$ cat config.mk
export PLATFORM = sky130hd
export DESIGN_NAME = keyboard_move_decoder
export DESIGN_NICKNAME = d
export VERILOG_FILES = /design/src/rtl/kbd_pkg.sv /design/src/rtl/move_cooldown_timer.sv /design/src/rtl/keyboard_move_decoder.sv
export SDC_FILE = /design/constraint.sdc
export NUM_CORES = 1
export LEC_CHECK = 0
export BUFFER_PORTS_ARGS = -buffer_cell sky130_fd_sc_hd__buf_2
export CAP_MARGIN = 20
export CORE_ASPECT_RATIO = 0.5
export CORE_MARGIN = 2
export CORE_UTILIZATION = 53
export DETAILED_ROUTE_END_ITERATION = 16
export PLACE_DENSITY = 0.78
export SETUP_SLACK_MARGIN = 0.5
export SYNTH_ARGS = -nofsm -noshare
export SYNTH_HDL_FRONTEND = slang
export SYNTH_SLANG_ARGS = --single-unit
$ cat constraint.sdc
create_clock -name clock -period 2.55 [get_ports clock]
set_input_delay 0.1275 -clock clock [delete_from_list [all_inputs] [get_ports clock]]
set_output_delay 0.1275 -clock clock [all_outputs]
set_load 0.01 [all_outputs]
$ cat src/rtl/kbd_pkg.sv
// Shared scan-code constants, direction encodings and parser state encoding
// for the PS/2 move decoder.
package kbd_pkg;

  localparam logic [7:0] SC_EXT       = 8'hE0;
  localparam logic [7:0] SC_BRK       = 8'hF0;
  localparam logic [7:0] SC_TL        = 8'h1D;
  localparam logic [7:0] SC_BL        = 8'h1C;
  localparam logic [7:0] SC_BR        = 8'h1B;
  localparam logic [7:0] SC_TR        = 8'h23;
  localparam logic [7:0] SC_SPACE     = 8'h29;
  localparam logic [7:0] SC_ARR_UP    = 8'h75;
  localparam logic [7:0] SC_ARR_LEFT  = 8'h6B;
  localparam logic [7:0] SC_ARR_DOWN  = 8'h72;
  localparam logic [7:0] SC_ARR_RIGHT = 8'h74;

  localparam logic [2:0] DIR_NONE = 3'b000;
  localparam logic [2:0] DIR_TL   = 3'b111;
  localparam logic [2:0] DIR_BL   = 3'b101;
  localparam logic [2:0] DIR_BR   = 3'b100;
  localparam logic [2:0] DIR_TR   = 3'b110;

  typedef enum logic [1:0] {
    ST_IDLE    = 2'd0,
    ST_EXT     = 2'd1,
    ST_BRK     = 2'd2,
    ST_EXT_BRK = 2'd3
  } kbd_state_t;

  // Returns {hit, dir} for the plain letter direction keys.
  function automatic logic [3:0] map_base(input logic [7:0] code);
    case (code)
      SC_TL:   map_base = {1'b1, DIR_TL};
      SC_BL:   map_base = {1'b1, DIR_BL};
      SC_BR:   map_base = {1'b1, DIR_BR};
      SC_TR:   map_base = {1'b1, DIR_TR};
      default: map_base = {1'b0, DIR_NONE};
    endcase
  endfunction

  // Returns {hit, dir} for the extended (E0-prefixed) arrow keys.
  function automatic logic [3:0] map_arrow(input logic [7:0] code);
    case (code)
      SC_ARR_UP:    map_arrow = {1'b1, DIR_TL};
      SC_ARR_LEFT:  map_arrow = {1'b1, DIR_BL};
      SC_ARR_DOWN:  map_arrow = {1'b1, DIR_BR};
      SC_ARR_RIGHT: map_arrow = {1'b1, DIR_TR};
      default:      map_arrow = {1'b0, DIR_NONE};
    endcase
  endfunction

endpackage

$ cat src/rtl/move_cooldown_timer.sv
// Down-counter enforcing a minimum gap between move pulses; busy while nonzero.
module move_cooldown_timer #(
  parameter int MOVE_COOLDOWN = 25000000,
  parameter int CNT_W         = 25
) (
  input  logic clock,
  input  logic clear,
  input  logic load,
  output logic busy
);

  localparam logic [CNT_W-1:0] LOAD_VAL = CNT_W'(MOVE_COOLDOWN);
  localparam logic [CNT_W-1:0] ONE      = CNT_W'(1);

  logic [CNT_W-1:0] cnt;

  // Load wins over the decrement; the count saturates at zero.
  always_ff @(posedge clock) begin
    if (clear) begin
      cnt <= '0;
    end else if (load) begin
      cnt <= LOAD_VAL;
    end else if (cnt != '0) begin
      cnt <= cnt - ONE;
    end
  end

  assign busy = (cnt != '0);

endmodule

$ cat src/rtl/keyboard_move_decoder.sv
// PS/2 scan-code decoder producing rate-limited move pulses and a space-key
// activate pulse. Define KBD_ARROW_KEYS_EN to also accept the arrow keys.
module keyboard_move_decoder
  import kbd_pkg::*;
#(
  parameter int MOVE_COOLDOWN = 25000000,
  parameter int CNT_W         = 25
) (
  input  logic       clock,
  input  logic       resetn,
  input  logic [7:0] received_data,
  input  logic       received_data_en,
  output logic       move,
  output logic [2:0] dir,
  output logic       activate,
  output logic       key_held,
  output logic [1:0] fsm_state
);

  kbd_state_t state, state_next;

  logic       make_en;
  logic       break_en;
  logic       ext;
  logic [3:0] dir_map;
  logic       space_hit;
  logic       busy;
  logic       repeat_hit;
  logic       accept_move;
  logic       release_key;
  logic       held_valid;
  logic [8:0] held_code;

  always_ff @(posedge clock) begin
    if (!resetn) begin
      state <= ST_IDLE;
    end else begin
      state <= state_next;
    end
  end

  always_comb begin
    state_next = state;
    make_en    = 1'b0;
    break_en   = 1'b0;
    ext        = 1'b0;
    if (received_data_en) begin
      case (state)
        ST_IDLE: begin
          if (received_data == SC_EXT) begin
            state_next = ST_EXT;
          end else if (received_data == SC_BRK) begin
            state_next = ST_BRK;
          end else begin
            make_en = 1'b1;
          end
        end
        ST_EXT: begin
          if (received_data == SC_BRK) begin
            state_next = ST_EXT_BRK;
          end else begin
            make_en    = 1'b1;
            ext        = 1'b1;
            state_next = ST_IDLE;
          end
        end
        ST_BRK: begin
          break_en   = 1'b1;
          state_next = ST_IDLE;
        end
        ST_EXT_BRK: begin
          break_en   = 1'b1;
          ext        = 1'b1;
          state_next = ST_IDLE;
        end
        default: state_next = ST_IDLE;
      endcase
    end
  end

  always_comb begin
    dir_map = map_base(received_data);
    if (ext) begin
`ifdef KBD_ARROW_KEYS_EN
      dir_map = map_arrow(received_data);
`else
      dir_map = {1'b0, DIR_NONE};
`endif
    end
  end

  assign space_hit  = make_en && !ext && (received_data == SC_SPACE);
  assign repeat_hit = held_valid && (held_code == {ext, received_data});
  // The ~move term keeps pulses single-cycle even with a zero cooldown.
  assign accept_move = make_en && dir_map[3] && !busy && !repeat_hit && !move;
  assign release_key = break_en && repeat_hit;

  always_ff @(posedge clock) begin
    if (!resetn) begin
      move       <= 1'b0;
      activate   <= 1'b0;
      dir        <= DIR_NONE;
      held_valid <= 1'b0;
      held_code  <= '0;
    end else begin
      move     <= accept_move;
      activate <= space_hit && !activate;
      if (accept_move) begin
        dir        <= dir_map[2:0];
        held_code  <= {ext, received_data};
        held_valid <= 1'b1;
      end else if (release_key) begin
        held_valid <= 1'b0;
      end
    end
  end

  move_cooldown_timer #(
    .MOVE_COOLDOWN(MOVE_COOLDOWN),
    .CNT_W        (CNT_W)
  ) u_cooldown (
    .clock(clock),
    .clear(!resetn),
    .load (accept_move),
    .busy (busy)
  );

  assign key_held  = held_valid;
  assign fsm_state = state;

endmodule

-- Word-level counts from Yosys, hierarchy flattened
Cells that the tools add are included.
Widths: inputs -> output; s select.
- register bits: 42
- bits in latches: 0
- bits in writable memories: 0
- memory bits (read-only): 0
- input bits: 11
- output and inout bits: 8
- word-level logic and storage cells: 61
- memories kept: 0
- $add $sub $neg: 1
- $mul: 0
- divide/modulo/power cells: 0
- order comparisons: 0
- equal/unequal tests: 12
- shift operators: 0
- mux-type cells: 18
- bitwise logic cells: 1
- reduce and logical (&&, ||, !) cells: 21
- operator list (cell ; count):
    $mux 25 ; 2
    $reduce_bool 25->1 ; 1
    $sub 25x1->25 const B ; 1
    $eq 8x5->1 const B ; 3
    $eq 8x6->1 const B ; 2
    $eq 8x8->1 const B ; 2
    $pmux 4 s4 ; 1
    $eq 9x9->1 ; 1
    $logic_and 1x1->1 ; 9
    $mux 1 ; 8
    $mux 2 ; 3
    $pmux 2 s3 ; 1
    $logic_not 1->1 ; 5
    $eq 2x2->1 const B ; 2
    $mux 4 ; 1
    $pmux 1 s2 ; 2
    $reduce_bool 2->1 ; 2
    $reduce_or 2->1 ; 2
    $ne 3x3->1 const B ; 1
    $eq 2x1->1 const B ; 1
    $logic_not 2->1 ; 1
    $reduce_and 2->1 ; 1
    $not 1->1 ; 1

-- Logic depth before layout (Yosys ltp)
Gate-level depths: netlist (run 1).
- word-level depth: 10
- depth in mapped cells: 9
- depth with buffers taken out: 7

-- Cells and area by module
A second synthesis (run 1) with hierarchy kept.
- cell total of the unflattened synthesis: 244
- area total of the unflattened synthesis: 2175.8 um^2
- by module, submodules not included (module ; instances ; cells each ; area an instance (um^2) ; seq. area each (um^2)):
    move_cooldown_timer ; 1 ; 146 ; 1277.5 ; 500.5
    keyboard_move_decoder ; 1 ; 98 ; 898.4 ; 340.3

-- Worst setup path after synthesis (run 1)
Ideal clock, no wire load.
- path type: reg-to-reg
- start: register u_cooldown.cnt[11]
- end: register u_cooldown.cnt[22]
- library setup time: 0.070 ns
- arrival: 2.540 ns
- path slack: -0.060 ns
- stages on the path, launching flop included: 8
- period minus slack after synthesis: 2.610 ns
- cell sequence: dfxtp_1 > or4_1 > or4b_4 > or3_4 > or3_1 > buf_6 > buf_6 > a21boi_1
- longest elaborated chain between the ends: 6
- elaborated cells between the ends (all ways): 9
- ends and longest elaborated chain (element ; RTL line ; RTL):
    from (decl) ; move_cooldown_timer.sv:15 ; logic [CNT_W-1:0] cnt;
    from (signal assigned) ; move_cooldown_timer.sv:24 ; cnt <= cnt - ONE;
    branches (longest 6 deep; another with $sub 25x1->25) ; -- ;
Parallel ways; which one is timed is not known. The select of a mux whose other input is x is not followed.
A chain may end at the register's enable or synchronous reset.

-- Final worst setup path (run 1)
- start: register u_cooldown.cnt[14]
- end: register u_cooldown.cnt[24]
The elaborated chain is that of the path after synthesis.

==> results.txt, run 1 <==
- For the worst setup path, the data arrival time is between 2 and 3 ns.
- Final critical-path share of the clock period: 96.3%
- Overall fraction of global-route tracks in use: 23.5%
- H-tree lvl count: 2
* Width of the die: about 96 um
- Leaving out fill and tap cells, the most frequent cell in the layout is dfxtp_1.
- In this run the cell area measured after placement is roughly 2400 um2.
- For this design the ratio of total power to cell area is ~1300 nW/um2.
- Count of final max-slew check failures: 0
- Starting Density: 56.0%
- Post-Synthesis Cell Area: 2220 um2
* Number of instances in the synthesized netlist: approximately 250
- Compared with the post-synthesis result, the final layout area differs by 19.8%.
- The number of endpoints with negative hold slack in the final report came to 0.
- In this run the worst setup path terminates at u_cooldown.cnt[24].
- Clock Pin Slew Worst Setup and Hold Paths: 0.10 ns
- The total overflow left after global routing is 0.
* Final instance area: roughly 2700 um2
- Dividing the detail-routed via count by the number of cells gives between 5 and 6.
* Dominant register cell in the synthesized netlist: dfxtp_1
- For flop-to-flop paths, the worst setup slack is 0.09 ns.
* Total clock buffers created by CTS: 5
- Yosys warnings: 0
* Worst Path Class, Setup: flip-flop to flip-flop
- The min-delay analysis places its worst path in the category input pin to flip-flop.
- Worst hold slack: between 0.1 and 0.15 ns
* Core Area: a little under 4000 um2
- The initialized floorplan defines 16 standard-cell rows.
- The cell that appears most often on the critical path is or3_4.
* Detail Placement HPWL: between 3000 and 4000 um
- Cts-stage hold buffer count: 0
- Commonest cells after routing, fill and taps aside: dfxtp_1, xor2_1, nor2_1
* FFs w/ async S/R, synth: 0%
- Routability-driven placement finished with a final weighted congestion of roughly 0.82.
- Clock latency at the later pin of the worst-skew pair: a little over 0.3 ns
* ANT nets after route: 0
* Final critical-path required period: roughly 2.5 ns
- In this design, the largest share of critical-path delay is due to simple AND/OR/NAND/NOR gates.
- CP max stage delay: ~0.54 ns
- Count of flip-flops with a built-in enable after synthesis: 0
* Startpoint kind of the worst setup timing path: flip-flop
- The first TritonRoute pass finished after 4 iterations.
- Sequential elements use a little under two fifths of the synthesized area.
* Port bufs: 18
- Detailed-route via count: 1923
- Synthesis inferred 42 register bits.
- The number of global-route vias before repair is roughly 1900.
- The number of buffers and inverters on the critical path is 1.
- The initial antenna violation count is 0.
* Count of max-cap constraint violations: 0
- Headroom to the max-slew limit came out at approximately three fifths.
- The floorplan step set the die height to around 50 um.
* Type of destination of the critical path: flip-flop
- Number of setup violations in the final report: 0
- Crit Reg-Reg Endpoint: u_cooldown.cnt[24]
- Largest buffer count on any clock path: 2
* Synthesized area per cell: slightly above 9 um2
- After detailed routing, the number of remaining DRC violations is 0.
- The first global-routing pass estimated 8570 um of wire.
- VDD sags by at most 0.522 mV.
* Final #Nets: roughly 290
- The detailed router used layers up to and including met4.
- Detailed route wirelength on metal2: 2440 um
* Total Die Area: around 4800 um2
- Logic depth of the worst path, buffers included: 6
- In this run, distinct cell masters in the synthesized netlist total 44.
- For the pin with the worst max-slew slack, the measured transition is 0.576 ns.
* Total length of routed wires: ~5000 um
- Mapped Nets: 258
* Detailed-routing wirelength on met1: ~2300 um
- Required time reported for the critical path endpoint: about 2.8 ns
* DRC violation total after the first TritonRoute iteration: 101
- Proportion of layout cells with a drive suffix above 1: a little over a quarter
* Worst setup path start: u_cooldown.cnt[14]
- For this run, the top clock speed supported by timing is about 400 MHz.
* Crit-path slowest cell: or4_4
- Setup repair after global routing missed its margin: yes
- Clock tree synthesis selected as its root buffer the cell clkbuf_8.
- Cells along the critical path: or4_4 > or4b_4 > or3_4 > or3_4 > buf_6 > a21boi_2
- The run finished with clean final reports.
* Met3 wire len: ~220 um
- Number of sinks handled by clock tree synthesis: 42
- FF-to-FF Start: u_cooldown.cnt[14]
- The analysis attributes to cell leakage a power of between 1 and 1.5 nW.
- I/O pin cnt: 19
* Cell count of the worst reg-to-reg path: 6
* Clock tree from TritonCTS: done
- Antenna diode count: 0
* Largest net degree at the start of global routing: 34
- After detailed routing, the average wire length per cell comes to between 15 and 20 um.
- Along the worst path, the maximum fanout reaches 7.
- The clock arrives with about 0.0095 ns of skew.
==> worst reg2reg max path: stages, from the launching register on <==
cell and delay (ns):
dfxtp_1 0.33, or4_4 0.54, or4b_4 0.50, or3_4 0.36, or3_4 0.39, buf_6 0.16, a21boi_2 0.13
==> stage by stage <==
stage | TNS, ns | total power, W | cells | worst slack, ns | utilization, %
2_1_floorplan | 0 | 0.00229 | 245 | 0.0324 | -
3_3_place_gp | 0 | 0.00271 | 321 | 0.0409 | 61.6
3_5_place_dp | -0.178 | 0.00277 | 321 | -0.0426 | 61.6
4_1_cts | 0 | 0.00346 | 331 | 0.0966 | 66.5
5_1_grt | 0 | 0.00376 | 331 | 0.0337 | 67.1
6_report | 0 | 0.00350 | 331 | 0.0940 | 67.1
==> synth_stat cells, types with 3 or more instances <==
cell | count | area, um2
xnor2_1 | 6 | 52.6
nor4b_1 | 6 | 52.6
nand2_1 | 14 | 52.6
nor2_1 | 22 | 82.6
nand3_1 | 6 | 30.0
buf_2 | 3 | 15.0
or3_1 | 5 | 31.3
xor2_1 | 26 | 228
inv_1 | 4 | 15.0
and3_1 | 3 | 18.8
o211ai_1 | 10 | 75.1
nor4_1 | 7 | 43.8
mux2i_1 | 8 | 80.1
o2111ai_1 | 4 | 35.0
a21boi_1 | 12 | 90.1
nor2b_1 | 4 | 25.0
a21boi_2 | 3 | 33.8
nand3b_1 | 3 | 22.5
nand4_1 | 3 | 18.8
o31ai_1 | 3 | 22.5
nor3b_1 | 3 | 22.5
clkbuf_1 | 8 | 30.0
nor3_1 | 10 | 50.1
dfxtp_1 | 42 | 841
or4_1 | 6 | 45.0
==> final cells by class <==
type	instances	area (um2)
inverters	4	15.0
multi-input cells	186	1400
clock buffers	5	68.8
flip-flops and latches	42	843
clock inverters	3	26.3
repair buffers	37	244
well taps	54	67.6
fillers	326	1300
==> registers in the layout, summed over array words and instances, names as in the netlist <==
name / flops
move: 1
activate: 1
dir: 3
u_cooldown.cnt: 25
fsm_state: 2
key_held: 1
held_code: 9
==> worst min path at each step <==
| stage | start | to | slack [ns] | cells after the start |
|---|---|---|---|---|
| 2_1_floorplan | received_data[1] | held_code[1] | 0.27 | 2 |
| 3_3_place_gp | received_data[5] | held_code[5] | 0.44 | 3 |
| 3_5_place_dp | received_data[5] | held_code[5] | 0.44 | 3 |
| 4_1_cts | received_data[5] | held_code[5] | 0.11 | 3 |
| 5_1_grt | received_data[5] | held_code[5] | 0.14 | 3 |
| 6_report | received_data[0] | activate | 0.12 | 3 |
==> cell families after synthesis <==
logic type               Yosys count  synth area share, %
flip-flops                        42                 37.9
buffers and inverters             17                 3.72
multiplexers                       8                 3.61
adder cells (fa/ha/maj)            2                 1.13
AND/OR/NAND/NOR                  105                 27.5
XOR/XNOR                          32                 12.6
AO/OA/AOI/OAI                     39                 13.6
==> what timing repair did <==
action / 4_1_cts / 5_1_grt
setup endpoints to repair: 39 / 39
pin swaps: 5 / 4
resized for setup: 20 / 6
endpoints found under the hold margin: 0 / 0
setup buffers: 2 / 0
==> power breakdown <==
part	internal (W)	switching (W)	leakage, nW
Combinational	0.000954	0.00107	0.706
Clock	0.000203	0.000267	0.0495
Sequential	0.000827	0.000183	0.342
==> metal layers <==
layer | track usage [%] | up-vias
met3 | 5.96 | 8
met4 | 8.81 | 0
li1 | - | 955
met2 | 39.9 | 48
met1 | 28.7 | 912
met5 | 0 | -
(Power assumes the default switching activity.)
==> inputs of run 2 (changes only) <==
--- a/config.mk
+++ b/config.mk
@@ -9,9 +9,10 @@
 export CAP_MARGIN = 20
 export CORE_ASPECT_RATIO = 0.5
 export CORE_MARGIN = 2
-export CORE_UTILIZATION = 53
+export CORE_UTILIZATION = 55
+export CTS_BUF_LIST = sky130_fd_sc_hd__clkbuf_8
 export DETAILED_ROUTE_END_ITERATION = 16
-export PLACE_DENSITY = 0.78
+export PLACE_DENSITY = 0.8
 export SETUP_SLACK_MARGIN = 0.5
 export SYNTH_ARGS = -nofsm -noshare
 export SYNTH_HDL_FRONTEND = slang
==> run 2 against run 1 <==
Against the previous run:
- critical path depth is the same
- sequential cell count did not move
- core utilization increased by 2.4 points
- highest routed layer unchanged
==> results.txt, run 2 (same netlist as run 1, synthesis figures left out) <==
* Reg-to-reg slack, setup: about 0.10 ns
- The routed design has approximately 4700 um of wire.
- The worst register-to-register path has a depth of 6.
- Largest net degree at the start of global routing: 34
- Pint: approximately 0.0020 W
* Flip-flop count of the largest register after layout: 25
* Type of destination of the critical path: flip-flop
* Largest delay share family, worst path: simple AND/OR/NAND/NOR gates
* Final Skew: about 0.0046 ns
- ANT nets after route: 0
* Fraction of power spent switching nets: 42.7%
* Total gr overflow: 0
- TritonCTS built the clock tree.
- Counting stages on the worst path, the most repeated cell is or3_4.
- Number of setup violations in the final report: 0
- Power spread over the standard cell area amounts to between 1000 and 1500 nW/um2.
* Initial antenna violation count: 0
- Vias in the first global route: about 1900
- Weighted congestion at the end of routability-driven global placement: 0.862
- Total Die Area: 4590 um2
- Worst setup path start: u_cooldown.cnt[14]
* Cts-stage hold buffer count: 0
- DRC violation total after the first TritonRoute iteration: 97
- Worst-case hold path end point: held_code[5]
* Crit-path slowest cell: or4_4
- Final critical-path share of the clock period: between 90% and 100%
- FF-to-FF Start: u_cooldown.cnt[14]
- Filler Cells Inserted: 280
* Status: completed
* Top register by number of flip-flops: u_cooldown.cnt
- After floorplanning, the core was sized to cover between 3000 and 4000 um2.
- Dividing the detail-routed via count by the number of cells gives 5.73.
- I/O pin cnt: 19
- In this run the power spent charging and discharging nets is between 0.0015 and 0.002 W.
- Cells along the critical path: or4_4 > or4b_4 > or3_4 > or3_4 > buf_6 > a21boi_1
- Sequential cells burn 28.3% of the power.
* Clock share of power: 12.8%
* Worst hold-check path type: input pin to flip-flop
* Chip height: between 40 and 50 um
* Count of final max-slew check failures: 0
- CP max stage delay: approximately 0.53 ns
* Most frequent standard cell in the layout excluding fill and tap cells: dfxtp_1
- The die is 93.9 um wide.
- After legalization and detailed placement, the total HPWL measured 3330 um.
* Top flop regs: u_cooldown.cnt x25, held_code x9, dir x3
- For the pin with the worst max-slew slack, the measured transition is about 0.73 ns.
* Final Util: 69.5%
* Starting Density: between 50 and 60%
* Count of endpoints failing hold in the final timing report: 0
* Worst Hold Depth: 3
- Clock latency at the later pin of the worst-skew pair: roughly 0.30 ns
- Antenna diode count: 0
- Per report_power, the combinational group accounts for around three fifths of the total.
- Clock Pin Slew Worst Setup and Hold Paths: ~0.090 ns
* Required time reported for the critical path endpoint: around 2.8 ns
* Setup repair after global routing missed its margin: yes
- The worst-case IR drop observed on VDD is between 0.5 and 0.6 mV.
* Std cell rows: 16
- Highest attainable clock frequency: around 410 MHz
- Number of sinks handled by clock tree synthesis: 42
* Overall fraction of global-route tracks in use: roughly 22%
- Counting the buffers created by CTS gives 5.
- Worst relative slew slack: 51.2%
* Commonest cells after routing, fill and taps aside: dfxtp_1, xor2_1, nor2_1
- The worst path needs 2.45 ns of the cycle, external delays included.
- Final #Nets: 291
- Largest buffer count on any clock path: 2
- Proportion of layout cells with a drive suffix above 1: between 20 and 30%
* H-tree lvl count: 2
- Logic depth of the worst path, buffers included: 6
* Startpoint kind of the worst setup timing path: flip-flop
- Instance area at placement: around 2400 um2
- Crit Reg-Reg Endpoint: u_cooldown.cnt[20]
- After detailed routing, the average wire length per cell comes to 14.1 um.
* Layout overhead on the synthesized area: 21.5%
- Final instance area: approximately 2700 um2
- CP Data Arrival Time: roughly 2.7 ns
* Sum of buffers and inverters on the critical path: 1
- Port bufs: 18
* Critical path fanouts, max: 7
* Remaining DRCs: 0
- Root buffer cell: clkbuf_8
- Across the run, the number of max-cap violations was 0.
- The critical path in this run is classified as flip-flop to flip-flop.
- The first global-routing pass estimated just over 8000 um of wire.
- For this block, the via count after detailed routing is 1909.
- For this design the static power due to leakage is ~1.1 nW.
- Pre-Repair DR Iteration Count: 4
- Startpoint of the lowest-slack hold path: received_data[5]
## run 2: cell count changes in the layout (fill, tap and decap cells not counted), sizes merged
cell,before,now
clkinvlp,0,2
inv,7,5
buf,37,39
## run 2: routing by layer
layer  up-vias  share of wire, %  global-route usage [%]
met1       906                49                    28.3
met4         0              0.83                    4.59
met2        37                47                    39.4
met3         6               3.3                    5.41
li1        960                 -                       -
met5         -                 0                       0
## run 2: cell type report
cell class	instances	area [um2]	area share, %
clock buffer	5	68.8	2.55
inverter	4	15.0	0.556
sequential	42	848	31.4
timing repair buffer	39	259	9.60
multi-input combinational	186	1420	52.5
tap	54	67.6	2.50
clock inverter	3	23.8	0.881
## run 2: through the flow
stage | hold slack, ns | power, W | instances | TNS, ns | worst slack (ns)
detailed placement | 0.446 | 0.00276 | 321 | -0.0913 | -0.0258
global placement | 0.437 | 0.00271 | 321 | 0 | 0.0401
floorplan | 0.266 | 0.00229 | 245 | 0 | 0.0324
global route | 0.130 | 0.00381 | 333 | 0 | 0.0415
CTS | 0.123 | 0.00346 | 332 | 0 | 0.0933
finish | 0.126 | 0.00353 | 333 | 0 | 0.105
## run 2: worst max-delay path by stage
stage | end | slack, ns
global route | u_cooldown.cnt[18] | 0.04
finish | u_cooldown.cnt[20] | 0.10
detailed placement | u_cooldown.cnt[22] | -0.03
global placement | u_cooldown.cnt[24] | 0.04
floorplan | u_cooldown.cnt[22] | 0.03
CTS | u_cooldown.cnt[24] | 0.09
## run 2: power by group through the flow
stage	logic [W]	registers [W]	clock network [W]
after floorplan	0.00132	0.000970	0
after global placement	0.00172	0.000991	0
after detailed placement	0.00176	0.00100	0
after CTS	0.00201	0.000995	0.000453
after global routing	0.00231	0.00102	0.000482
final	0.00208	0.000999	0.000451
## run 2: worst register-to-register path, cell delays in order (launching register included)
cell,delay [ns]
dfxtp_2,0.33
or4_4,0.53
or4b_4,0.49
or3_4,0.36
or3_4,0.39
buf_6,0.16
a21boi_1,0.11
## run 2: what timing repair did
item | in CTS | in global routing
pin swaps | 8 | 2
setup endpoints to repair | 39 | 39
resized for setup | 28 | 6
cloned | 0 | 0
setup buffers | 3 | 1
